File: config.mk
export PLATFORM = sky130hd
export DESIGN_NAME = painterengine_gpu_fill_source
export DESIGN_NICKNAME = d
export VERILOG_FILES = /design/src/rtl/painterengine_gpu_fill_source.sv
export SDC_FILE = /design/constraint.sdc
export NUM_CORES = 1
export LEC_CHECK = 0
export CELL_PAD_IN_SITES_DETAIL_PLACEMENT = 0
export CELL_PAD_IN_SITES_GLOBAL_PLACEMENT = 1
export CORE_MARGIN = 10
export CORE_UTILIZATION = 46
export DETAILED_ROUTE_END_ITERATION = 6
export PLACE_DENSITY_LB_ADDON = 0.3
export SYNTH_ARGS = -nofsm -noshare
export SYNTH_HDL_FRONTEND = slang
export SYNTH_SLANG_ARGS = --single-unit
File: constraint.sdc
create_clock -name i_wire_clock -period 21.2 [get_ports i_wire_clock]
set_clock_uncertainty 0.1 [all_clocks]
set_input_delay 3.18 -clock i_wire_clock [delete_from_list [all_inputs] [get_ports i_wire_clock]]
set_output_delay 3.18 -clock i_wire_clock [all_outputs]
set_load 0.005 [all_outputs]
File: src/rtl/painterengine_gpu_fill_source.sv
// Rectangle fill pixel source: raster-scans width x height, buffers pixels in a small FIFO for the DMA writer.
// Optional macro PAINTERENGINE_GPU_FILL_CHECKER_EN selects 8x8 checker tiles of color/color_alt.
module painterengine_gpu_fill_source #(
   parameter int unsigned PARAM_FIFO_DEPTH_LOG2 = 3
) (
   input  logic        i_wire_clock,
   input  logic        i_wire_resetn,
   input  logic        i_wire_start,
   input  logic [15:0] i_wire_width,
   input  logic [15:0] i_wire_height,
   input  logic [31:0] i_wire_color,
   input  logic [31:0] i_wire_color_alt,
   output logic [31:0] o_wire_data,
   output logic        o_wire_data_valid,
   input  logic        i_wire_data_next,
   output logic [31:0] o_wire_length,
   output logic        o_wire_busy,
   output logic        o_wire_done,
   output logic        o_wire_error
);

   localparam int unsigned DEPTH = 1 << PARAM_FIFO_DEPTH_LOG2;
   localparam int unsigned CW    = PARAM_FIFO_DEPTH_LOG2 + 1;
   localparam int unsigned PW    = PARAM_FIFO_DEPTH_LOG2;

   typedef enum logic [2:0] {
      IDLE  = 3'd0,
      CHECK = 3'd1,
      RUN   = 3'd2,
      DRAIN = 3'd3,
      DONE  = 3'd4,
      ERROR = 3'd5
   } state_t;

   state_t      state;
   logic [15:0] width_q;
   logic [15:0] height_q;
   logic [15:0] x;
   logic [15:0] y;
   logic [31:0] color_q;
   logic [31:0] mem [DEPTH];
   logic [PW-1:0] rd_ptr;
   logic [PW-1:0] wr_ptr;
   logic [CW-1:0] count;

   logic        push_c;
   logic        pop_c;
   logic        row_end_c;
   logic        last_c;
   logic [31:0] pixel_c;

   assign push_c    = (state == RUN) && (count < CW'(DEPTH));
   assign pop_c     = i_wire_data_next && (count != '0);
   assign row_end_c = (x == width_q - 16'd1);
   assign last_c    = row_end_c && (y == height_q - 16'd1);

`ifdef PAINTERENGINE_GPU_FILL_CHECKER_EN
   logic [31:0] color_alt_q;
   assign pixel_c = (x[3] ^ y[3]) ? color_alt_q : color_q;

   always_ff @(posedge i_wire_clock or negedge i_wire_resetn) begin
      if (!i_wire_resetn)
         color_alt_q <= '0;
      else if ((state == IDLE || state == DONE) && i_wire_start)
         color_alt_q <= i_wire_color_alt;
   end
`else
   logic unused_color_alt;
   assign unused_color_alt = ^i_wire_color_alt;
   assign pixel_c = color_q;
`endif

   // Head word is masked while empty so outputs read zero out of reset.
   assign o_wire_data       = (count != '0) ? mem[rd_ptr] : 32'd0;
   assign o_wire_data_valid = (count != '0);

   always_ff @(posedge i_wire_clock) begin
      if (push_c)
         mem[wr_ptr] <= pixel_c;
   end

   always_ff @(posedge i_wire_clock or negedge i_wire_resetn) begin
      if (!i_wire_resetn) begin
         state         <= IDLE;
         width_q       <= '0;
         height_q      <= '0;
         color_q       <= '0;
         x             <= '0;
         y             <= '0;
         rd_ptr        <= '0;
         wr_ptr        <= '0;
         count         <= '0;
         o_wire_length <= '0;
         o_wire_busy   <= 1'b0;
         o_wire_done   <= 1'b0;
         o_wire_error  <= 1'b0;
      end else begin
         if (pop_c)
            rd_ptr <= rd_ptr + PW'(1);
         if (push_c)
            wr_ptr <= wr_ptr + PW'(1);
         if (push_c && !pop_c)
            count <= count + CW'(1);
         else if (pop_c && !push_c)
            count <= count - CW'(1);

         case (state)
            IDLE, DONE: begin
               if (i_wire_start) begin
                  width_q       <= i_wire_width;
                  height_q      <= i_wire_height;
                  color_q       <= i_wire_color;
                  x             <= '0;
                  y             <= '0;
                  rd_ptr        <= '0;
                  wr_ptr        <= '0;
                  count         <= '0;
                  o_wire_length <= '0;
                  o_wire_busy   <= 1'b1;
                  o_wire_done   <= 1'b0;
                  state         <= CHECK;
               end
            end
            CHECK: begin
               if (width_q == 16'd0 || height_q == 16'd0) begin
                  o_wire_busy  <= 1'b0;
                  o_wire_error <= 1'b1;
                  state        <= ERROR;
               end else begin
                  o_wire_length <= 32'(width_q) * 32'(height_q);
                  state         <= RUN;
               end
            end
            RUN: begin
               // Scan position only moves when the FIFO accepted the pixel.
               if (push_c) begin
                  if (row_end_c) begin
                     x <= '0;
                     y <= y + 16'd1;
                  end else begin
                     x <= x + 16'd1;
                  end
                  if (last_c)
                     state <= DRAIN;
               end
            end
            DRAIN: begin
               if (count == '0) begin
                  o_wire_busy <= 1'b0;
                  o_wire_done <= 1'b1;
                  state       <= DONE;
               end
            end
            ERROR: state <= ERROR;
            default: state <= IDLE;
         endcase
      end
   end

endmodule

==> results of run 1 <==
==> area by class of cell <==
| class | count | area [um^2] | share of cell area [%] |
|---|---|---|---|
| Tap cell | 696 | 871 | 3.03 |
| Timing Repair Buffer | 166 | 1590 | 5.52 |
| Clock inverter | 12 | 140 | 0.488 |
| Clock buffer | 64 | 1230 | 4.29 |
| Sequential cell | 400 | 11300 | 39.3 |
| Multi-Input combinational cell | 1449 | 12700 | 44.1 |
| Inverter | 245 | 920 | 3.20 |
==> worst max-delay path, cell delays in order, from the launching register on <==
cell and delay, ns:
sky130_fd_sc_hd__dfrtp_1 0.96, sky130_fd_sc_hd__nand2_1 0.19, sky130_fd_sc_hd__fa_1 0.53, sky130_fd_sc_hd__fa_1 0.57, sky130_fd_sc_hd__fa_1 0.45, sky130_fd_sc_hd__fa_1 0.55
sky130_fd_sc_hd__inv_1 0.05, sky130_fd_sc_hd__fa_1 0.47, sky130_fd_sc_hd__inv_1 0.05, sky130_fd_sc_hd__fa_1 0.47, sky130_fd_sc_hd__inv_1 0.04, sky130_fd_sc_hd__ha_1 0.33
sky130_fd_sc_hd__and2_1 0.19, sky130_fd_sc_hd__a221oi_1 0.29, sky130_fd_sc_hd__o21ai_0 0.19, sky130_fd_sc_hd__o211ai_1 0.27, sky130_fd_sc_hd__a31oi_1 0.15, sky130_fd_sc_hd__o41ai_1 0.92
sky130_fd_sc_hd__o21bai_1 0.20, sky130_fd_sc_hd__xnor2_1 0.22, sky130_fd_sc_hd__o21ai_0 0.10
==> how the worst min path moves through the flow <==
stage                             startpoint                        to  depth (start not counted)
floorplan               state[2]$_DFFE_PN0P_      state[1]$_DFFE_PN0P_                          1
global placement    o_wire_error$_DFFE_PN0P_  o_wire_error$_DFFE_PN0P_                          1
detailed placement    width_q[4]$_DFFE_PN0P_    width_q[4]$_DFFE_PN0P_                          2
CTS                 o_wire_error$_DFFE_PN0P_  o_wire_error$_DFFE_PN0P_                          1
global route          width_q[4]$_DFFE_PN0P_    width_q[4]$_DFFE_PN0P_                          2
finish              o_wire_error$_DFFE_PN0P_  o_wire_error$_DFFE_PN0P_                          1
==> state kept, by name, summed over array words and instances, names as in the netlist, 3 cells and up <==
register and flops:
o_wire_length 32, height_q 16, color_q 32, x 16
wr_ptr 3, count 4, y 16, width_q 16
state 3, rd_ptr 3, mem 256
==> cell families (layout without fill, tap and decap cells) <==
kind of cell,count (synthesis),count (layout)
AO/OA/AOI/OAI,197,197
buffers and inverters,377,487
multiplexers,100,100
AND/OR/NAND/NOR,772,772
adder cells (fa/ha/maj),306,306
flip-flops,400,400
XOR/XNOR,74,74
==> cell usage after synthesis (5+ instances only) <==
| cell | instances |
|---|---|
| sky130_fd_sc_hd__fa_1 | 194 |
| sky130_fd_sc_hd__o211ai_1 | 10 |
| sky130_fd_sc_hd__nand2_1 | 384 |
| sky130_fd_sc_hd__clkbuf_1 | 108 |
| sky130_fd_sc_hd__edfxtp_1 | 256 |
| sky130_fd_sc_hd__o21a_1 | 8 |
| sky130_fd_sc_hd__ha_1 | 112 |
| sky130_fd_sc_hd__xor2_1 | 37 |
| sky130_fd_sc_hd__and2_1 | 117 |
| sky130_fd_sc_hd__xnor2_1 | 36 |
| sky130_fd_sc_hd__mux2i_1 | 35 |
| sky130_fd_sc_hd__buf_1 | 20 |
| sky130_fd_sc_hd__or2_2 | 8 |
| sky130_fd_sc_hd__nor2b_1 | 6 |
| sky130_fd_sc_hd__nor4_1 | 11 |
| sky130_fd_sc_hd__inv_1 | 245 |
| sky130_fd_sc_hd__nand2b_1 | 8 |
| sky130_fd_sc_hd__nand4_1 | 13 |
| sky130_fd_sc_hd__nand3_1 | 63 |
| sky130_fd_sc_hd__a31oi_1 | 8 |
| sky130_fd_sc_hd__a21o_1 | 10 |
| sky130_fd_sc_hd__a211o_1 | 5 |
| sky130_fd_sc_hd__a21oi_1 | 28 |
| sky130_fd_sc_hd__nor2_1 | 88 |
| sky130_fd_sc_hd__dfrtp_1 | 144 |
| sky130_fd_sc_hd__nor3_1 | 20 |
| sky130_fd_sc_hd__and3_1 | 21 |
| sky130_fd_sc_hd__o31ai_1 | 9 |
| sky130_fd_sc_hd__mux4_2 | 64 |
| sky130_fd_sc_hd__o21ai_0 | 77 |
| sky130_fd_sc_hd__nor3b_1 | 6 |
| sky130_fd_sc_hd__or3_1 | 6 |
| sky130_fd_sc_hd__a211oi_1 | 6 |
==> report_power, final <==
group / switching, mW / internal (mW)
Combinational: 0.247 / 0.185
Sequential: 0.0251 / 0.838
Clock: 0.300 / 0.428
==> routing by layer <==
| layer | vias up | track usage [%] |
|---|---|---|
| li1 | 7608 | - |
| met1 | 8543 | 24.1 |
| met2 | 361 | 33.7 |
| met3 | 83 | 3.29 |
| met4 | 0 | 5.20 |
| met5 | - | 0 |
==> placed cells by master (no fill, tap or decap), types with 35 or more instances in the layout <==
cell type and instances:
sky130_fd_sc_hd__o21ai_0 77, sky130_fd_sc_hd__and2_1 117, sky130_fd_sc_hd__xnor2_1 36, sky130_fd_sc_hd__clkdlybuf4s50_1 134
sky130_fd_sc_hd__mux2i_1 35, sky130_fd_sc_hd__nand3_1 63, sky130_fd_sc_hd__nor2_1 86, sky130_fd_sc_hd__clkbuf_16 42
sky130_fd_sc_hd__xor2_1 37, sky130_fd_sc_hd__ha_1 112, sky130_fd_sc_hd__mux4_2 64, sky130_fd_sc_hd__dfrtp_1 141
sky130_fd_sc_hd__inv_1 245, sky130_fd_sc_hd__edfxtp_1 256, sky130_fd_sc_hd__fa_1 194, sky130_fd_sc_hd__nand2_1 384
==> per-stage QoR <==
stage	worst slack [ns]	std cells	hold WS, ns	instance area [um^2]
floorplan	14.54	2226	0.345	25300
global placement	13.80	2956	0.357	27400
detailed placement	13.84	2956	0.364	27400
CTS	13.82	3032	0.377	28700
global route	13.20	3032	0.388	28700
finish	13.75	3032	0.371	28700
==> metrics.csv, run 1 <==
stage,metric,value,unit
clock_network,maximum level of the CTS H-tree,2,
clock_network,TritonCTS clock tree,yes,
logic_synthesis,portion of netlist area occupied by mux cells,7.11,%
status,result of the run,"complete, no violations",
power,post-route total power,2.02,mW
routing,sum of met2 wire segment lengths after detailed routing,31.0,mm
global_routing,wire length of the first global-routing pass,97.4,mm
logic_synthesis,adder and majority cell fraction of the synthesized area,20.8,%
floorplan,effective utilization at floorplan,46.7,%
timing,total count of max-transition violations in the final report,0,
clock_network,clock slew seen by the registers of the worst setup and hold paths,0.06,ns
timing,Sum Neg Setup Slack,0,ns
setup_path,Crit Reg-Reg Startpoint,height_q[2]$_DFFE_PN0P_,
routing,routed wl met3,3.04,mm
logic_synthesis,cell types with the largest area share after synthesis,"sky130_fd_sc_hd__edfxtp_1 30%, sky130_fd_sc_hd__fa_1 15%, sky130_fd_sc_hd__dfrtp_1 14%, sky130_fd_sc_hd__mux4_2 5.7%, sky130_fd_sc_hd__nand2_1 5.7%",
setup_path,number of cells on the worst reg-to-reg path,20,
logic_synthesis,fraction of registers with async set/reset,36.0,%
layout,number of nets in the layout,2709,
timing,Finish-stage setup viols,0,
logic_synthesis,combinational family with the most area after synthesis,adder cells,
timing,time the final worst path needs with I/O delays and setup,7.45,ns
clock_network,clock tree root buffer cell,sky130_fd_sc_hd__clkbuf_16,
timing,share of the clock period used by the worst path after layout,35.2,%
setup_path,launching element type of the critical path,flop,
floorplan,count of standard-cell rows,85,
floorplan,area of the core,0.0542,mm^2
global_routing,total global routing overflow,0,
global_routing,number of antenna violations at the first check in global routing,0,
layout,Layout area overhead,13.3,%
setup_path,Critical Path Fanout Max,23,
logic_synthesis,mean area per synthesized cell,11.4,um^2
logic_synthesis,portion of the post-synthesis area used by sequential elements,44.5,%
power,LEAKAGE,11.5,nW
setup_path,Crit. End Element,flop,
routing,Iteration-0 DRC Markers,1108,
logic_synthesis,Yosys cell types,71,
clock_network,cts repair resizes,0,
clock_network,number of clock sinks,400,
logic_synthesis,Yosys top cell by area,sky130_fd_sc_hd__edfxtp_1,
timing,"Hold Vio Cnt, Final",0,
routing,vias per cell,5.47,
timing,transition time at the pin with the least slew margin,1.04,ns
clock_network,Skew-Pair Late Insertion Delay,0.57,ns
timing,maximum achievable frequency,134,MHz
layout,number of inserted diodes,0,
setup_path,endpoint of the worst-slack reg-to-reg timing path,o_wire_length[27]$_DFFE_PN0P_,
global_routing,via count of the first global-routing pass,17586,
logic_synthesis,Yosys top cell area share,30.3,%
setup_path,worst setup path endpoint,o_wire_length[27]$_DFFE_PN0P_,
routing,routed length on met1,25.4,mm
setup_path,register-to-register setup slack,13.75,ns
routing,WL final,60.7,mm
floorplan,number of top-level design ports,168,
logic_synthesis,complex-gate fraction of the synthesized area,5.00,%
logic_synthesis,post-synthesis register bit count,400,
floorplan,Die W,255,um
floorplan,Die Ht,255,um
logic_synthesis,Post-synth EDFFs,256,
global_routing,Overall Global Routing Usage,19.2,%
power,power per cell area,70.4,mW/mm^2
logic_synthesis,post-synthesis instance area,0.0253,mm^2
floorplan,die outline area,0.0649,mm^2
run,max cap viols,0,
layout,filler cell count in the final layout,4719,
setup_path,crit path DAT,7.77,ns
layout,final core utilization,53.0,%
routing,remaining number of nets flagged by the antenna check after routing,0,
global_routing,maximum number of pins on one net before global-route repair,85,
logic_synthesis,net count after synthesis,2632,
logic_synthesis,count of mapped cells out of synthesis,2226,
routing,routed len/inst,20.0,um
layout,share of cells above drive strength 1,8.26,%
setup_path,Worst Path Required,21.52,ns
place,routability congestion estimate from global placement,0.842,
routing,residual DRC count,0,
clock_network,Post-CTS Setup Bufs,0,
logic_synthesis,Synth Warn #,0,
clock_network,hold bufs inserted after CTS,0,
clock_network,number of buffers created by CTS,41,
place,hpwl dp,40.9,mm
routing,max layer used,met4,
timing,slew margin rel.,29.5,%
place,count of input and output buffers,135,
setup_path,critical path class,flop to flop,
logic_synthesis,simple-gate share of the synthesized area,14.2,%
hold_path,type of the worst min-delay path,flop to flop,
power,VDD IR max,0.0000494,V
clock_network,Bufs on Longest Clock Path,3,
setup_path,launch point of the worst path,height_q[2]$_DFFE_PN0P_,
routing,Vias,16595,
logic_synthesis,Synth Flop Type,sky130_fd_sc_hd__edfxtp_1,
timing,setup repair after global routing missed its margin,no,
logic_synthesis,share of the synthesized netlist area taken by xor and xnor gates,2.61,%
routing,Pre-antenna DRT Iters,5,
(Power assumes the default switching activity.)
==> inputs of run 2 (changes only) <==
--- a/config.mk
+++ b/config.mk
@@ -8,7 +8,7 @@
 export CELL_PAD_IN_SITES_DETAIL_PLACEMENT = 0
 export CELL_PAD_IN_SITES_GLOBAL_PLACEMENT = 1
 export CORE_MARGIN = 10
-export CORE_UTILIZATION = 46
+export CORE_UTILIZATION = 44
 export DETAILED_ROUTE_END_ITERATION = 6
 export PLACE_DENSITY_LB_ADDON = 0.3
 export SYNTH_ARGS = -nofsm -noshare
==> constraint.sdc (replaced) <==
create_clock -name i_wire_clock -period 6.4 [get_ports i_wire_clock]
set_clock_uncertainty 0.1 [all_clocks]
set_input_delay 0.96 -clock i_wire_clock [delete_from_list [all_inputs] [get_ports i_wire_clock]]
set_output_delay 0.96 -clock i_wire_clock [all_outputs]
set_load 0.005 [all_outputs]
==> metrics.csv, run 2 (synthesis gave the netlist of run 1 again) <==
stage,metric,value,unit
setup_path,Crit. End Element,flop,
clock_network,hold bufs inserted after CTS,0,
setup_path,crit path DAT,6.62,ns
routing,residual DRC count,0,
global_routing,Overall Global Routing Usage,17.9,%
setup_path,register-to-register setup slack,0.10,ns
layout,share of cells above drive strength 1,14.9,%
run,max cap viols,0,
clock_network,clock tree root buffer cell,sky130_fd_sc_hd__clkbuf_16,
layout,most frequent standard cell in the layout excluding fill and tap cells,sky130_fd_sc_hd__nand2_1,
routing,vias per cell,5.29,
setup_path,"most used cell, CP",sky130_fd_sc_hd__fa_1,
timing,"Hold Vio Cnt, Final",0,
routing,Vias,16944,
setup_path,critical path's top delay family,adder cells,
routing,Pre-antenna DRT Iters,5,
layout,most used cells in the layout excluding fill and tap cells,"382 x sky130_fd_sc_hd__nand2_1, 256 x sky130_fd_sc_hd__edfxtp_1, 239 x sky130_fd_sc_hd__inv_1, 186 x sky130_fd_sc_hd__fa_1, 134 x sky130_fd_sc_hd__clkdlybuf4s50_1",
power,LEAKAGE,12.2,nW
global_routing,wire length of the first global-routing pass,95.9,mm
floorplan,Die Ht,260,um
clock_network,number of clock sinks,400,
timing,slew margin rel.,28.7,%
layout,Seq. cell area,0.0113,mm^2
clock_network,number of buffers created by CTS,44,
setup_path,Worst Path Required,6.72,ns
floorplan,count of standard-cell rows,87,
floorplan,effective utilization at floorplan,44.7,%
clock_network,Skew-Pair Late Insertion Delay,0.58,ns
layout,Layout area overhead,18.6,%
routing,remaining number of nets flagged by the antenna check after routing,0,
timing,setup repair after global routing missed its margin,yes,
timing,transition time at the pin with the least slew margin,1.07,ns
power,power per cell area,244,mW/mm^2
timing,time the final worst path needs with I/O delays and setup,6.30,ns
place,count of input and output buffers,135,
layout,Largest register FFs,256,
timing,total count of max-transition violations in the final report,0,
layout,filler cell count in the final layout,4902,
global_routing,via count of the first global-routing pass,17434,
layout,Reg with most FFs,mem,
floorplan,area of the core,0.0567,mm^2
layout,final core utilization,53.0,%
timing,maximum achievable frequency,159,MHz
place,total placed instance area,0.0281,mm^2
routing,routed len/inst,19.0,um
global_routing,number of antenna violations at the first check in global routing,0,
setup_path,Critical Path Fanout Max,6,
layout,Largest regs,"mem x256, color_q x32, o_wire_length x32",
floorplan,number of top-level design ports,168,
setup_path,Critical path buffers and inverters,5,
floorplan,die outline area,0.0676,mm^2
clock_network,TritonCTS clock tree,yes,
timing,share of the clock period used by the worst path after layout,98.4,%
layout,non-filler instance count after layout,3206,
hold_path,type of the worst min-delay path,input pin to async pin,
layout,number of inserted diodes,0,
setup_path,critical path class,flop to flop,
clock_network,maximum level of the CTS H-tree,2,
global_routing,total global routing overflow,0,
setup_path,highest-delay cell along the critical path,sky130_fd_sc_hd__fa_1,
layout,final standard cell area without fillers,0.0301,mm^2
status,result of the run,"complete, no violations",
clock_network,Bufs on Longest Clock Path,3,
place,total instance count after detailed placement,3098,
layout,area of the multi-input gates,0.0129,mm^2
routing,WL final,60.9,mm
power,VDD IR max,0.000248,V
floorplan,Die W,260,um
layout,number of nets in the layout,2820,
routing,Iteration-0 DRC Markers,1014,
timing,Finish-stage setup viols,0,
global_routing,maximum number of pins on one net before global-route repair,74,
setup_path,launching element type of the critical path,flop,
clock_network,clock slew seen by the registers of the worst setup and hold paths,0.06,ns
setup_path,largest incremental delay on the critical path,0.56,ns
setup_path,cells along the critical path,"and2_4, fa_1, inv_1, fa_1, inv_2, fa_1, fa_1, fa_1, inv_2, fa_1, inv_2, ha_4, nand2_4, or3_4, or2_4, o32a_1, a311oi_1, buf_4, or2_4, a21oi_2, a32oi_1, o21ai_1",
place,routability congestion estimate from global placement,0.845,
place,hpwl dp,43.0,mm
-- run 2: changes by cell type in the layout (fill, tap and decap cells not counted), sizes merged --
| cell | previous run | this run |
|---|---|---|
| buf | 32 | 139 |
| bufinv | 2 | 8 |
| clkbuf | 64 | 59 |
| clkinv | 7 | 10 |
| clkinvlp | 1 | 3 |
| inv | 247 | 248 |
-- run 2: worst register-to-register path, cell delays in order, from the launching register on --
cell and delay (ns):
sky130_fd_sc_hd__dfrtp_2 0.48, sky130_fd_sc_hd__and2_4 0.19, sky130_fd_sc_hd__fa_1 0.52, sky130_fd_sc_hd__inv_1 0.05, sky130_fd_sc_hd__fa_1 0.49, sky130_fd_sc_hd__inv_2 0.04
sky130_fd_sc_hd__fa_1 0.56, sky130_fd_sc_hd__fa_1 0.46, sky130_fd_sc_hd__fa_1 0.54, sky130_fd_sc_hd__inv_2 0.04, sky130_fd_sc_hd__fa_1 0.51, sky130_fd_sc_hd__inv_2 0.05
sky130_fd_sc_hd__ha_4 0.27, sky130_fd_sc_hd__nand2_4 0.05, sky130_fd_sc_hd__or3_4 0.38, sky130_fd_sc_hd__or2_4 0.23, sky130_fd_sc_hd__o32a_1 0.24, sky130_fd_sc_hd__a311oi_1 0.29
sky130_fd_sc_hd__buf_4 0.17, sky130_fd_sc_hd__or2_4 0.13, sky130_fd_sc_hd__a21oi_2 0.07, sky130_fd_sc_hd__a32oi_1 0.18, sky130_fd_sc_hd__o21ai_1 0.09
-- run 2: through the flow --
step	power, mW	hold WS [ns]	TNS (ns)	worst slack (ns)
global route	7.74	0.264	-0.301	-0.0895
detailed placement	4.54	0.347	-0.763	-0.138
floorplan	3.93	0.345	0	0.00309
finish	7.33	0.251	0	0.101
global placement	4.53	0.349	-0.493	-0.0914
CTS	7.25	0.237	0	0.000249
-- run 2: final timing paths --
path,from,end,cells past startpoint
max,width_q[9]$_DFFE_PN0P_,o_wire_length[28]$_DFFE_PN0P_,22
min,i_wire_resetn,color_q[26]$_DFFE_PN0P_,1
max reg2reg,width_q[9]$_DFFE_PN0P_,o_wire_length[28]$_DFFE_PN0P_,22
min reg2reg,o_wire_error$_DFFE_PN0P_,o_wire_error$_DFFE_PN0P_,1
max in group asynchronous,i_wire_resetn,width_q[14]$_DFFE_PN0P_,2
min in group i_wire_clock,o_wire_error$_DFFE_PN0P_,o_wire_error$_DFFE_PN0P_,1
-- run 2: report_power, final --
| part | leakage, nW | internal (mW) | total (mW) | switching (mW) |
|---|---|---|---|---|
| combinational | 7.80 | 0.871 | 1.81 | 0.942 |
| clock | 0.736 | 1.63 | 2.68 | 1.05 |
| sequential | 3.64 | 2.78 | 2.83 | 0.0532 |
-- run 2: repair_timing --
item,in CTS,in global routing
setup endpoints to repair,9,9
pin swaps,3,36
setup buffers,0,26
resized for setup,12,69
-- run 2: cell type report --
cell class,instances,area share (%)
sequential,400,37.7
tap,756,3.15
clock buffer,58,3.90
timing repair buffer,274,8.23
clock inverter,24,1.22
multi-input combinational,1449,42.8
inverter,245,3.06
-- run 2: metal layers --
metal	GRT usage (%)	share of wire, %
met5	0	0
met4	5.54	2.3
met3	2.53	5.0
met2	31.7	52
met1	22.3	41
